==> config.mk <==
export PLATFORM = sky130hd
export DESIGN_NAME = race_fsm_flat
export DESIGN_NICKNAME = d
export VERILOG_FILES = /design/src/rtl/race_if.sv /design/src/rtl/race_fsm.sv /design/src/flat_wrapper.sv
export SDC_FILE = /design/constraint.sdc
export NUM_CORES = 1
export LEC_CHECK = 0
export BUFFER_PORTS_ARGS = -buffer_cell sky130_fd_sc_hd__buf_2
export CAP_MARGIN = 20
export CORE_ASPECT_RATIO = 1.4
export CORE_UTILIZATION = 52
export CTS_BUF_LIST = sky130_fd_sc_hd__clkbuf_4 sky130_fd_sc_hd__clkbuf_8
export DETAILED_ROUTE_END_ITERATION = 12
export PLACE_DENSITY = 0.75
export REMOVE_ABC_BUFFERS = 1
export SLEW_MARGIN = 20
export SYNTH_ARGS = -nofsm -noshare
export SYNTH_HDL_FRONTEND = slang
export SYNTH_SLANG_ARGS = --single-unit
==> constraint.sdc <==
create_clock -name clk -period 2 [get_ports clk]
set_input_delay 0 -clock clk [delete_from_list [all_inputs] [get_ports clk]]
set_output_delay 0 -clock clk [all_outputs]
set_load 0.01 [all_outputs]
==> src/rtl/race_if.sv <==
// race_if: game-control handshake and car-position bus between the physics side
// (master) and the race controller (slave).
interface race_if;
    logic       start;
    logic [9:0] p1_x, p1_y, p2_x, p2_y;
    logic [2:0] state;
    logic [1:0] countdown, p1_lap, p2_lap, winner;
    logic [7:0] race_sec;
    modport master (
        output start, p1_x, p1_y, p2_x, p2_y,
        input  state, countdown, p1_lap, p2_lap, winner, race_sec
    );
    modport slave (
        input  start, p1_x, p1_y, p2_x, p2_y,
        output state, countdown, p1_lap, p2_lap, winner, race_sec
    );
endinterface

==> src/rtl/race_fsm.sv <==
// race_fsm: two-player race controller; countdown, checkpoint-armed lap counting,
// winner detection and a saturating race timer.
module race_fsm #(
    parameter int         SEC_CYCLES = 100000000,
    parameter int         LAPS       = 3,
    parameter logic [9:0] FIN_X0     = 10'd5,
    parameter logic [9:0] FIN_X1     = 10'd35,
    parameter logic [9:0] FIN_Y0     = 10'd120,
    parameter logic [9:0] FIN_Y1     = 10'd130,
    parameter logic [9:0] CP_X0      = 10'd150,
    parameter logic [9:0] CP_X1      = 10'd170,
    parameter logic [9:0] CP_Y0      = 10'd0,
    parameter logic [9:0] CP_Y1      = 10'd239
) (
    input logic  clk,
    input logic  rst,
    race_if.slave bus
);
    localparam int SW = SEC_CYCLES > 1 ? $clog2(SEC_CYCLES) : 1;
    typedef enum logic [2:0] {IDLE = 3'd0, COUNTDOWN = 3'd3, RACING = 3'd4, FINISH = 3'd5} state_t;
    state_t          state_q, state_d;
    logic [SW-1:0]   sec_q, sec_d;
    logic [1:0]      cd_q, cd_d, winner_q, winner_d;
    logic [7:0]      race_sec_q, race_sec_d;
    logic [1:0][1:0] lap_q, lap_d;
    logic [1:0][9:0] px, py;
    logic [1:0]      armed_q, armed_d, in_fin_q, in_fin_d, in_fin, in_cp, lap_hit, win;
    logic            tick;
    function automatic logic in_box(input logic [9:0] x, y, x0, x1, y0, y1);
        return x >= x0 && x <= x1 && y >= y0 && y <= y1;
    endfunction
    assign px   = {bus.p2_x, bus.p1_x};
    assign py   = {bus.p2_y, bus.p1_y};
    assign tick = sec_q == SW'(SEC_CYCLES - 1);
    always_comb begin
        for (int i = 0; i < 2; i++) begin
            in_fin[i] = in_box(px[i], py[i], FIN_X0, FIN_X1, FIN_Y0, FIN_Y1);
            in_cp[i]  = in_box(px[i], py[i], CP_X0, CP_X1, CP_Y0, CP_Y1);
        end
    end
    always_comb begin
        state_d    = state_q;
        cd_d       = cd_q;
        winner_d   = winner_q;
        race_sec_d = race_sec_q;
        lap_d      = lap_q;
        armed_d    = armed_q;
        in_fin_d   = in_fin_q;
        lap_hit    = '0;
        win        = '0;
        case (state_q)
            IDLE: begin
                state_d = bus.start ? COUNTDOWN : IDLE;
                cd_d    = bus.start ? 2'd3 : cd_q;
            end
            COUNTDOWN: begin
                if (tick && cd_q <= 2'd1) begin
                    state_d    = RACING;
                    cd_d       = '0;
                    winner_d   = '0;
                    race_sec_d = '0;
                    lap_d      = '0;
                    armed_d    = '0;
                    in_fin_d   = '0;
                end else if (tick) begin
                    cd_d = cd_q - 2'd1;
                end
            end
            RACING: begin
                race_sec_d = (tick && race_sec_q != 8'hff) ? race_sec_q + 8'd1 : race_sec_q;
                // A car straddling both boxes only arms; the lap needs a later entry edge.
                for (int i = 0; i < 2; i++) begin
                    lap_hit[i]  = armed_q[i] && in_fin[i] && !in_fin_q[i] && !in_cp[i] && lap_q[i] != 2'(LAPS);
                    win[i]      = lap_hit[i] && lap_q[i] == 2'(LAPS - 1);
                    armed_d[i]  = in_cp[i] || (armed_q[i] && !lap_hit[i]);
                    in_fin_d[i] = in_fin[i];
                    lap_d[i]    = lap_q[i] + 2'(lap_hit[i]);
                end
                winner_d = |win ? win : winner_q;
                state_d  = |win ? FINISH : RACING;
            end
            FINISH: begin
                if (bus.start) begin
                    state_d    = IDLE;
                    cd_d       = '0;
                    winner_d   = '0;
                    race_sec_d = '0;
                    lap_d      = '0;
                end
            end
            default: state_d = IDLE;
        endcase
        sec_d = (state_d != state_q || tick) ? '0 : sec_q + SW'(1);
    end
    always_ff @(posedge clk or posedge rst) begin
        if (rst) begin
            state_q    <= IDLE;
            sec_q      <= '0;
            cd_q       <= '0;
            winner_q   <= '0;
            race_sec_q <= '0;
            lap_q      <= '0;
            armed_q    <= '0;
            in_fin_q   <= '0;
        end else begin
            state_q    <= state_d;
            sec_q      <= sec_d;
            cd_q       <= cd_d;
            winner_q   <= winner_d;
            race_sec_q <= race_sec_d;
            lap_q      <= lap_d;
            armed_q    <= armed_d;
            in_fin_q   <= in_fin_d;
        end
    end
    assign bus.state     = state_q;
    assign bus.countdown = cd_q;
    assign bus.winner    = winner_q;
    assign bus.race_sec  = race_sec_q;
    assign bus.p1_lap    = lap_q[0];
    assign bus.p2_lap    = lap_q[1];
endmodule
==> src/flat_wrapper.sv <==
// flat-port wrapper written by rule: the top's interface ports become plain ports
module race_fsm_flat 
#(
    parameter int         SEC_CYCLES = 100000000,
    parameter int         LAPS       = 3,
    parameter logic [9:0] FIN_X0     = 10'd5,
    parameter logic [9:0] FIN_X1     = 10'd35,
    parameter logic [9:0] FIN_Y0     = 10'd120,
    parameter logic [9:0] FIN_Y1     = 10'd130,
    parameter logic [9:0] CP_X0      = 10'd150,
    parameter logic [9:0] CP_X1      = 10'd170,
    parameter logic [9:0] CP_Y0      = 10'd0,
    parameter logic [9:0] CP_Y1      = 10'd239
)
  (clk, rst, bus_start, bus_p1_x, bus_p1_y, bus_p2_x, bus_p2_y, bus_state, bus_countdown, bus_p1_lap, bus_p2_lap, bus_winner, bus_race_sec);
  race_if bus_i ();
  input logic clk;
  input logic rst;
  input wire logic [$bits(bus_i.start)-1:0] bus_start;
  input wire logic [$bits(bus_i.p1_x)-1:0] bus_p1_x;
  input wire logic [$bits(bus_i.p1_y)-1:0] bus_p1_y;
  input wire logic [$bits(bus_i.p2_x)-1:0] bus_p2_x;
  input wire logic [$bits(bus_i.p2_y)-1:0] bus_p2_y;
  output wire logic [$bits(bus_i.state)-1:0] bus_state;
  output wire logic [$bits(bus_i.countdown)-1:0] bus_countdown;
  output wire logic [$bits(bus_i.p1_lap)-1:0] bus_p1_lap;
  output wire logic [$bits(bus_i.p2_lap)-1:0] bus_p2_lap;
  output wire logic [$bits(bus_i.winner)-1:0] bus_winner;
  output wire logic [$bits(bus_i.race_sec)-1:0] bus_race_sec;
  assign bus_i.start = bus_start;
  assign bus_i.p1_x = bus_p1_x;
  assign bus_i.p1_y = bus_p1_y;
  assign bus_i.p2_x = bus_p2_x;
  assign bus_i.p2_y = bus_p2_y;
  assign bus_state = bus_i.state;
  assign bus_countdown = bus_i.countdown;
  assign bus_p1_lap = bus_i.p1_lap;
  assign bus_p2_lap = bus_i.p2_lap;
  assign bus_winner = bus_i.winner;
  assign bus_race_sec = bus_i.race_sec;
  race_fsm #(.SEC_CYCLES(SEC_CYCLES), .LAPS(LAPS), .FIN_X0(FIN_X0), .FIN_X1(FIN_X1), .FIN_Y0(FIN_Y0), .FIN_Y1(FIN_Y1), .CP_X0(CP_X0), .CP_X1(CP_X1), .CP_Y0(CP_Y0), .CP_Y1(CP_Y1)) u_core (.clk(clk), .rst(rst), .bus(bus_i));
endmodule
==> impl_metrics.csv, run 1 <==
group,metric,value,unit
placement,placed_cell_area,3860,µm²
setup_path,endpoint,"u_core.sec_q[8]",
synthesis,yosysWarnings,0,
synthesis,synth_edf_count,0,
cts,clock_sinks,50,
layout,final_common_cell,"buf_4",
synthesis,synth_top_family_by_area,"simple AND/OR/NAND/NOR gates",
synthesis,muxShareOfSynthArea,0.732,%
synthesis,syn_inst,328,
setup_path,crit_path_start,"u_core.sec_q[1]",
synthesis,synth_xor_area_share,8.83,%
sta,grt_setup_unrepaired,"true",
sta,fin_crit,2120,ps
floorplan,core-area,5610,µm²
route,wl_met3,315,µm
setup_path,crit_arrival,2350,ps
sta,worst_pin_slew,826,ps
setup_path,critPathLaunchType,"flip-flop",
sta,hold_violations,0,
synthesis,yosys.area_share.simple,25.1,%
route,via_per_inst,5.92,
synthesis,synth_compound_area_share,18.5,%
cts,numCtsBuffers,5,
setup_path,cp_data_required_time,2230,ps
setup_path,regToRegEndpoint,"u_core.sec_q[8]",
setup_path,crit_cells,7,
synthesis,synth_seq_area_share,40.7,%
setup_path,path_max_fanout,6,
synthesis,ys_seq_elements,50,
sta,timing.fmax,472,MHz
pwr,power_density,624,nW/µm²
synthesis,synth-main-ff-cell,"dfrtp_1",
route,wl,8.76,mm
layout,postLayoutCellArea,4320,µm²
cts,cts.clk_slew.worst_paths,90,ps
setup_path,rr_startpoint,"u_core.sec_q[1]",
floorplan,rows,32,
synthesis,synthAdderAreaFrac,2.03,%
sta,holdWs,36.0,ps
placement,hpwl,5.98,mm
setup_path,cp-end-kind,"flip-flop",
layout,drive_above_1_share,43.2,%
layout,n_fill_cell,409,
pwr,ir_drop,415,µV
grt,grt_use_total,27.5,%
sta,slew_violations,0,
route,firstDrtPassIters,4,
setup_path,path_class,"reg2reg",
placement,gp_congestion,0.821,
pwr,p_leak,0.00203,µW
cts,clock_path_buffers,2,
layout,n_antenna_cell,0,
layout,final_util,77.1,%
route,met2WireLength,5.04,mm
route,first_iter_violations,156,
synthesis,synth_top_area_share,40.7,%
route,wl_per_cell,16.6,µm
sta,fin_worst_skew,7.66,ps
setup_path,cpMaxStageDelayCell,"or3_4",
outcome,violations,"setup timing",
setup_path,path_cells,"ha_2 > and3_4 > nand2_2 > nor4_4 > o21ai_4 > or3_4 > a22oi_2",
synthesis,yosysUniqueCellTypes,63,
layout,finalNetCount,505,
floorplan,dieArea,6230,µm²
setup_path,cp_slowest_stage_delay,460,ps
synthesis,synth.largest_area_cell,"dfrtp_1",
outcome,outcome,"finished, violations left",
grt,gr-total-overflow,0,
cts,clk-insertion-delay-late,300,ps
layout,mostFrequentLayoutCells,"buf_4, buf_2, dfrtp_1",
grt,grt_pass1_vias,3041,
min_path,hp-class,"in2reg",
floorplan,die_w,67.0,µm
route,route.detailed.drc,0,
setup_path,worstRegToRegCells,7,
setup_path,crit_family,"simple AND/OR/NAND/NOR gates",
synthesis,synthesis.area,3080,µm²
sta,relSlewSlack,44.8,%
route,detail_route.wirelength.met1,3.25,mm
layout,syn_to_final_growth,40.4,%
floorplan,pin_count,62,
grt,antenna_found_initial,0,
job,drv_cap,0,
cts,h-tree-depth,2,
cts,cts_tree,"built",
floorplan,die_y,93.0,µm
grt,grt_max_degree,40,
grt,grt_pass1_wl,13.0,mm
placement,portBuffers,61,
floorplan,start_util,54.9,%
route,num_vias,3115,
synthesis,syn_area_per_cell,9.38,µm²
setup_path,r2r_slack,-120,ps
sta,setup_slack,-117,ps
sta,setup_viol_count_final,20,
synthesis,ys_async_sr_fraction,100,%
synthesis,synth.top_cells.by_area,"dfrtp_1, xor2_1, a21oi_1",
route,drtAntennaViolNets,0,
sta,period_share,106,%
route,dr.max_layer_used,"met4",
setup_path,cp_num_buf_inv,0,
placement,pre_cts_ws,-220,ps
cts,root_buffer,"clkbuf_8",
==> registers in the layout, indices dropped and copies added, names as in the netlist <==
register and count:
u_core.bus.race_sec 8, u_core.bus.state 3, u_core.in_fin_q 2, u_core.bus.p1_lap 2, u_core.armed_q 2, u_core.bus.p2_lap 2, u_core.bus.winner 2, u_core.bus.countdown 2
u_core.sec_q 27
==> report_power, final <==
| part | total [µW] | internal [µW] | switching, µW |
|---|---|---|---|
| Clock | 711 | 369 | 342 |
| Sequential | 1090 | 1050 | 36.2 |
| Combinational | 894 | 393 | 501 |
==> routing by layer <==
layer,vias up,global-route usage (%)
met2,97,54.8
met3,14,3.90
met5,-,0
li1,1470,-
met4,0,8.33
met1,1534,27.9
==> final cells by class <==
type | instances | area, µm² | share of cell area (%)
tap | 68 | 85.1 | 1.97
inverter | 8 | 30.0 | 0.695
clock inverter | 3 | 40.0 | 0.927
timing repair buffer | 133 | 885 | 20.5
sequential | 50 | 1250 | 29.0
clock buffer | 5 | 68.8 | 1.59
multi-input combinational | 259 | 1960 | 45.4
==> tightest hold or removal path: stages <==
cell,delay (ps)
buf_2,100
nand4_1,60
a211o_1,100
nand2_1,50
==> worst min path at each step <==
stage	endpoint	startpoint	depth (start not counted)	slack [ps]
floorplan	u_core.armed_q[0]	bus_p1_y[7]	2	180
global placement	u_core.sec_q[3]	rst	2	200
detailed placement	u_core.sec_q[3]	rst	2	220
CTS	u_core.armed_q[0]	bus_p1_x[7]	4	30
global route	u_core.armed_q[0]	bus_p1_x[7]	4	70
finish	u_core.armed_q[0]	bus_p1_x[7]	4	40
==> repair_timing <==
action / CTS / global route
resized for setup: 15 / 57
gates cloned: 0 / 2
endpoints found under the setup margin: 44 / 45
hold endpoints to repair: 38 / 0
buffers inserted: 0 / 5
pin swaps: 7 / 21
hold buffers: 2 / 0
==> cell usage after synthesis, drive strengths merged (3+ instances only) <==
cell / number
and2: 4
ha: 5
nor2: 25
buf: 9
nand3: 14
nor3: 11
nand2: 28
or3: 7
o21ai: 17
a22oi: 4
inv: 8
and3: 7
nand4: 12
clkbuf: 3
nor4: 6
xor2: 21
nor2b: 5
xnor2: 10
a22o: 3
dfrtp: 50
and4: 5
a21oi: 30
==> kinds of logic (layout without fill, tap and decap cells) <==
| group | after synthesis | after routing |
|---|---|---|
| xor+xnor | 31 | 31 |
| compound gates | 82 | 82 |
| fa+ha+maj | 5 | 5 |
| simple gates | 138 | 139 |
| mux | 2 | 2 |
| flops | 50 | 50 |
| buf+inv | 20 | 149 |
==> stage by stage <==
stage               TNS (ps)  instances  total power [µW]
floorplan              -9750        316              1460
global placement       -1530        510              1790
detailed placement     -3450        510              1810
CTS                     -258        520              2550
global route           -3790        526              2830
finish                 -1220        526              2690
No activity file was read; power rests on OpenSTA's default activity.
==> run 2: changes to the inputs <==
--- a/config.mk
+++ b/config.mk
@@ -13,6 +13,7 @@
 export DETAILED_ROUTE_END_ITERATION = 12
 export PLACE_DENSITY = 0.75
 export REMOVE_ABC_BUFFERS = 1
+export SETUP_SLACK_MARGIN = 0.1
 export SLEW_MARGIN = 20
 export SYNTH_ARGS = -nofsm -noshare
 export SYNTH_HDL_FRONTEND = slang
==> impl_metrics.csv, run 2 (synthesis gave the netlist of run 1 again) <==
group,metric,value,unit
setup_path,crit_family,"simple AND/OR/NAND/NOR gates",
setup_path,endpoint,"u_core.sec_q[19]",
setup_path,worstRegToRegCells,7,
setup_path,cp_slowest_stage_delay,480,ps
layout,final_common_cell,"buf_4",
pwr,seqPwrFrac,39.0,%
pwr,intPower,1880,µW
cts,clk-insertion-delay-late,310,ps
floorplan,dieArea,6230,µm²
pwr,power_density,644,nW/µm²
setup_path,cp_data_required_time,2240,ps
sta,timing.fmax,458,MHz
setup_path,cp-end-kind,"flip-flop",
cts,h-tree-depth,2,
grt,grt_use_total,29.0,%
setup_path,cpMaxStageDelayCell,"or3_4",
layout,postLayoutCellArea,4410,µm²
cts,clock_sinks,50,
setup_path,path_max_fanout,6,
sta,slew_violations,0,
layout,multiInputGateArea,1980,µm²
floorplan,start_util,54.9,%
route,wl_per_cell,17.4,µm
sta,period_share,109,%
grt,grt_max_degree,40,
sta,setup_viol_count_final,41,
placement,hpwl,5.98,mm
layout,n_fill_cell,386,
setup_path,rr_startpoint,"u_core.sec_q[1]",
placement,gp_congestion,0.821,
pwr,p_leak,0.00207,µW
cts,numCtsBuffers,5,
sta,holdWs,35.9,ps
placement,placed_cell_area,3860,µm²
min_path,hp-class,"in2reg",
pwr,swShare,33.7,%
sta,relSlewSlack,44.6,%
min_path,holdPathStages,4,
setup_path,crit_cells,7,
sta,grt_setup_unrepaired,"true",
setup_path,r2r_slack,-180,ps
grt,grt_pass1_wl,13.7,mm
placement,dpl.cell_count,510,
route,num_vias,3225,
placement,pre_cts_ws,-220,ps
setup_path,crit_path_start,"u_core.sec_q[1]",
cts,cts_tree,"built",
route,firstDrtPassIters,4,
outcome,violations,"setup timing",
sta,setup_slack,-182,ps
pwr,switching_power,958,µW
floorplan,pin_count,62,
sta,worst_pin_slew,830,ps
route,first_iter_violations,154,
grt,antenna_found_initial,0,
setup_path,critPathLaunchType,"flip-flop",
cts,root_buffer,"clkbuf_8",
route,wl,9.26,mm
placement,portBuffers,61,
grt,grt_pass1_vias,3120,
layout,top_register,"u_core.sec_q",
sta,fin_worst_skew,10.0,ps
route,route.detailed.drc,0,
layout,final_util,78.7,%
grt,gr-total-overflow,0,
setup_path,cp_num_buf_inv,0,
floorplan,core-area,5610,µm²
setup_path,path_cells,"ha_4 > and3_4 > nand2_2 > nor4_4 > o21ai_4 > or3_4 > a21oi_2",
pwr,combPwrFrac,35.9,%
floorplan,rows,32,
pwr,pwr-share-clk,25.1,%
cts,clock_path_buffers,2,
route,via_per_inst,6.05,
layout,regArea,1250,µm²
sta,fin_crit,2180,ps
setup_path,path_class,"reg2reg",
sta,hold_violations,0,
job,drv_cap,0,
pwr,ir_drop,408,µV
layout,largest_reg_flops,27,
floorplan,die_w,67.0,µm
route,drtAntennaViolNets,0,
layout,mostFrequentLayoutCells,"buf_4, buf_2, dfrtp_1",
setup_path,regToRegEndpoint,"u_core.sec_q[19]",
layout,n_antenna_cell,0,
layout,finalNetCount,512,
cts,cts.clk_slew.worst_paths,100,ps
setup_path,crit_arrival,2420,ps
layout,drive_above_1_share,45.4,%
outcome,outcome,"finished, violations left",
layout,syn_to_final_growth,43.4,%
floorplan,die_y,93.0,µm
layout,instances_no_fill,533,
[run 2: changes by cell type in the layout (fill, tap and decap cells not counted), sizes merged]
cell and change:
clkbuf +1, buf +6
[run 2: metal layers]
layer	vias up	wire length, µm	share of wire (%)	global-route usage [%]
li1	1486	-	-	-
met3	29	324	3.5	4.51
met2	111	5220	56	55.9
met1	1599	3410	37	29.4
met4	0	301	3.3	12.4
met5	-	0	0	0
[run 2: power groups by stage]
stage / clock (µW) / sequential (µW) / combinational (µW)
after floorplan: 0 / 1140 / 321
after global placement: 0 / 1100 / 689
after detailed placement: 0 / 1100 / 709
after CTS: 721 / 1090 / 828
after global routing: 770 / 1110 / 1090
final: 713 / 1110 / 1020
[run 2: repair_timing]
| item | CTS | global route |
|---|---|---|
| resized for setup | 42 | 36 |
| endpoints found under the hold margin | 38 | 0 |
| setup buffers | 1 | 10 |
| setup endpoints to repair | 48 | 48 |
| hold buffers | 2 | 0 |
| cloned | 1 | 2 |
| pin swaps | 20 | 24 |
[run 2: worst min-delay path by stage]
| stage | startpoint | to |
|---|---|---|
| 2_1_floorplan | bus_p1_y[7] | u_core.armed_q[0] |
| 3_3_place_gp | rst | u_core.sec_q[3] |
| 3_5_place_dp | rst | u_core.sec_q[3] |
| 4_1_cts | bus_p1_x[7] | u_core.armed_q[0] |
| 5_1_grt | bus_p1_x[7] | u_core.armed_q[0] |
| 6_report | bus_p1_x[7] | u_core.armed_q[0] |
[run 2: final cells by class]
class,instances,area share (%)
Clock buffer,5,1.56
Clock inverter,3,0.908
Sequential cell,50,28.4
Timing Repair Buffer,140,21.7
Multi-Input combinational cell,259,44.9
Tap cell,68,1.93
Inverter,8,0.681
[run 2: worst reg2reg max path: cells and delay by family (launching register included)]
family | cells | cell delay, ps
simple gates | 4 | 1230
flops | 1 | 410
compound gates | 2 | 320
fa+ha+maj | 1 | 160
[run 2: through the flow]
step | setup TNS (ps) | power, µW
floorplan | -9750 | 1460
global placement | -1530 | 1790
detailed placement | -3450 | 1810
CTS | -83.3 | 2640
global route | -5410 | 2970
finish | -3200 | 2840
==> run 3: changes to the inputs <==
--- a/config.mk
+++ b/config.mk
@@ -18,3 +18,4 @@
 export SYNTH_ARGS = -nofsm -noshare
 export SYNTH_HDL_FRONTEND = slang
 export SYNTH_SLANG_ARGS = --single-unit
+export TNS_END_PERCENT = 10
==> impl_metrics.csv, run 3 (synthesis gave the netlist of run 1 again) <==
group,metric,value,unit
setup_path,cp-end-kind,"flip-flop",
job,drv_cap,0,
cts,h-tree-depth,2,
sta,holdWs,40.0,ps
pwr,power_density,636,nW/µm²
route,drtAntennaViolNets,0,
layout,multiInputGateArea,1890,µm²
layout,mostFrequentLayoutCells,"buf_2, buf_4, dfrtp_1",
floorplan,pin_count,62,
route,num_vias,3056,
setup_path,crit_arrival,2320,ps
sta,grt_setup_unrepaired,"true",
sta,setup_slack,-96.9,ps
sta,relSlewSlack,44.7,%
setup_path,cp_data_required_time,2230,ps
sta,timing.fmax,477,MHz
floorplan,core-area,5610,µm²
cts,numCtsBuffers,5,
route,wl_met3,273,µm
floorplan,start_util,54.9,%
layout,n_antenna_cell,0,
pwr,p_total,2680,µW
sta,worst_pin_slew,828,ps
layout,regArea,1250,µm²
layout,syn_to_final_growth,37.0,%
cts,root_buffer,"clkbuf_8",
layout,largest_reg_flops,27,
route,firstDrtPassIters,4,
layout,top_register,"u_core.sec_q",
placement,pre_cts_ws,-220,ps
setup_path,path_class,"reg2reg",
cts,clock_path_buffers,2,
outcome,outcome,"finished, violations left",
route,wl,8.39,mm
route,met2WireLength,4.78,mm
placement,portBuffers,61,
sta,fin_crit,2100,ps
layout,final_common_cell,"buf_2",
setup_path,critPathLaunchType,"flip-flop",
sta,setup_viol_count_final,19,
min_path,hp-class,"in2reg",
grt,gr-total-overflow,0,
outcome,violations,"setup timing",
grt,antenna_found_initial,0,
layout,n_fill_cell,431,
grt,grt_pass1_vias,3099,
pwr,ir_drop,415,µV
placement,gp_congestion,0.821,
min_path,holdPathStages,4,
placement,placed_cell_area,3860,µm²
cts,clk-insertion-delay-late,310,ps
cts,cts_tree,"built",
sta,fin_worst_skew,9.17,ps
sta,slew_violations,0,
layout,finalNetCount,501,
setup_path,path_max_fanout,6,
floorplan,dieArea,6230,µm²
sta,hold_violations,0,
layout,drive_above_1_share,40.3,%
floorplan,die_y,93.0,µm
route,first_iter_violations,102,
route,via_per_inst,5.85,
cts,clock_sinks,50,
route,wl_per_cell,16.1,µm
setup_path,worstRegToRegCells,5,
floorplan,rows,32,
layout,postLayoutCellArea,4210,µm²
grt,grt_use_total,28.3,%
route,route.detailed.drc,0,
floorplan,die_w,67.0,µm
grt,grt_pass1_wl,13.4,mm
placement,hpwl,5.98,mm
pwr,p_leak,0.00197,µW
grt,grt_max_degree,40,
route,detail_route.wirelength.met1,3.20,mm
sta,tns,-900,ps
cts,cts.clk_slew.worst_paths,100,ps
sta,period_share,105,%
route,dr.max_layer_used,"met4",
==> run 3: cell types whose count changed in the layout (fill, tap and decap cells not counted), moves of 2 or more <==
cell | before | now
nand3_1 | 10 | 13
nand2_2 | 1 | 3
buf_4 | 67 | 60
a21oi_1 | 11 | 18
buf_8 | 2 | 0
a21oi_2 | 19 | 12
nand3_2 | 4 | 1
nand2_4 | 3 | 0
==> run 3: worst paths after layout <==
kind	from	to	slack, ps
worst min register to register	u_core.armed_q[0]	u_core.armed_q[0]	490
max in group asynchronous	rst	u_core.in_fin_q[1]	940
worst max register to register	u_core.sec_q[22]	u_core.sec_q[10]	-100
worst min-delay path	bus_p1_x[7]	u_core.armed_q[0]	40
worst max-delay path	u_core.sec_q[22]	u_core.sec_q[10]	-100
min in group asynchronous	rst	u_core.sec_q[3]	400
==> run 3: what timing repair did <==
action / in CTS / in global routing
resized for setup: 32 / 21
hold buffers: 2 / 0
pin swaps: 19 / 11
buffers inserted: 1 / 0
gates cloned: 1 / 0
setup endpoints to repair: 48 / 48
hold endpoints to repair: 38 / 0
==> run 3: where the power goes <==
group,switching (µW),leakage (µW),internal (µW)
sequential,43.2,0.000685,1050
clock,344,0.0000579,369
combinational,482,0.00123,387
total,869,0.00197,1810
==> run 3: layout make-up <==
class                      count  area share, %
clock buffer                   5           1.63
clock inverter                 3          0.950
inverter                       8          0.713
multi-input combinational    259           45.0
sequential                    50           29.7
tap                           68           2.02
timing repair buffer         129           20.0
==> run 3: worst max-delay path, stage by stage, from the launching register on <==
cell	delay, ps
dfrtp_1	410
nand4_1	420
nor4_4	440
o21ai_4	120
or3_4	440
a21oi_1	180
==> run 3: per-stage QoR <==
step           util [%]  cells
2_1_floorplan         -    316
3_3_place_gp       68.8    510
6_report           75.2    522
5_1_grt            75.2    522
4_1_cts            73.3    522
3_5_place_dp       68.8    510
==> run 3: per-layer routing <==
metal  vias up  global-route usage (%)
li1       1460                       -
met1      1515                    29.2
met2        71                    54.9
met3        10                    4.02
met4         0                    10.8
met5         -                       0
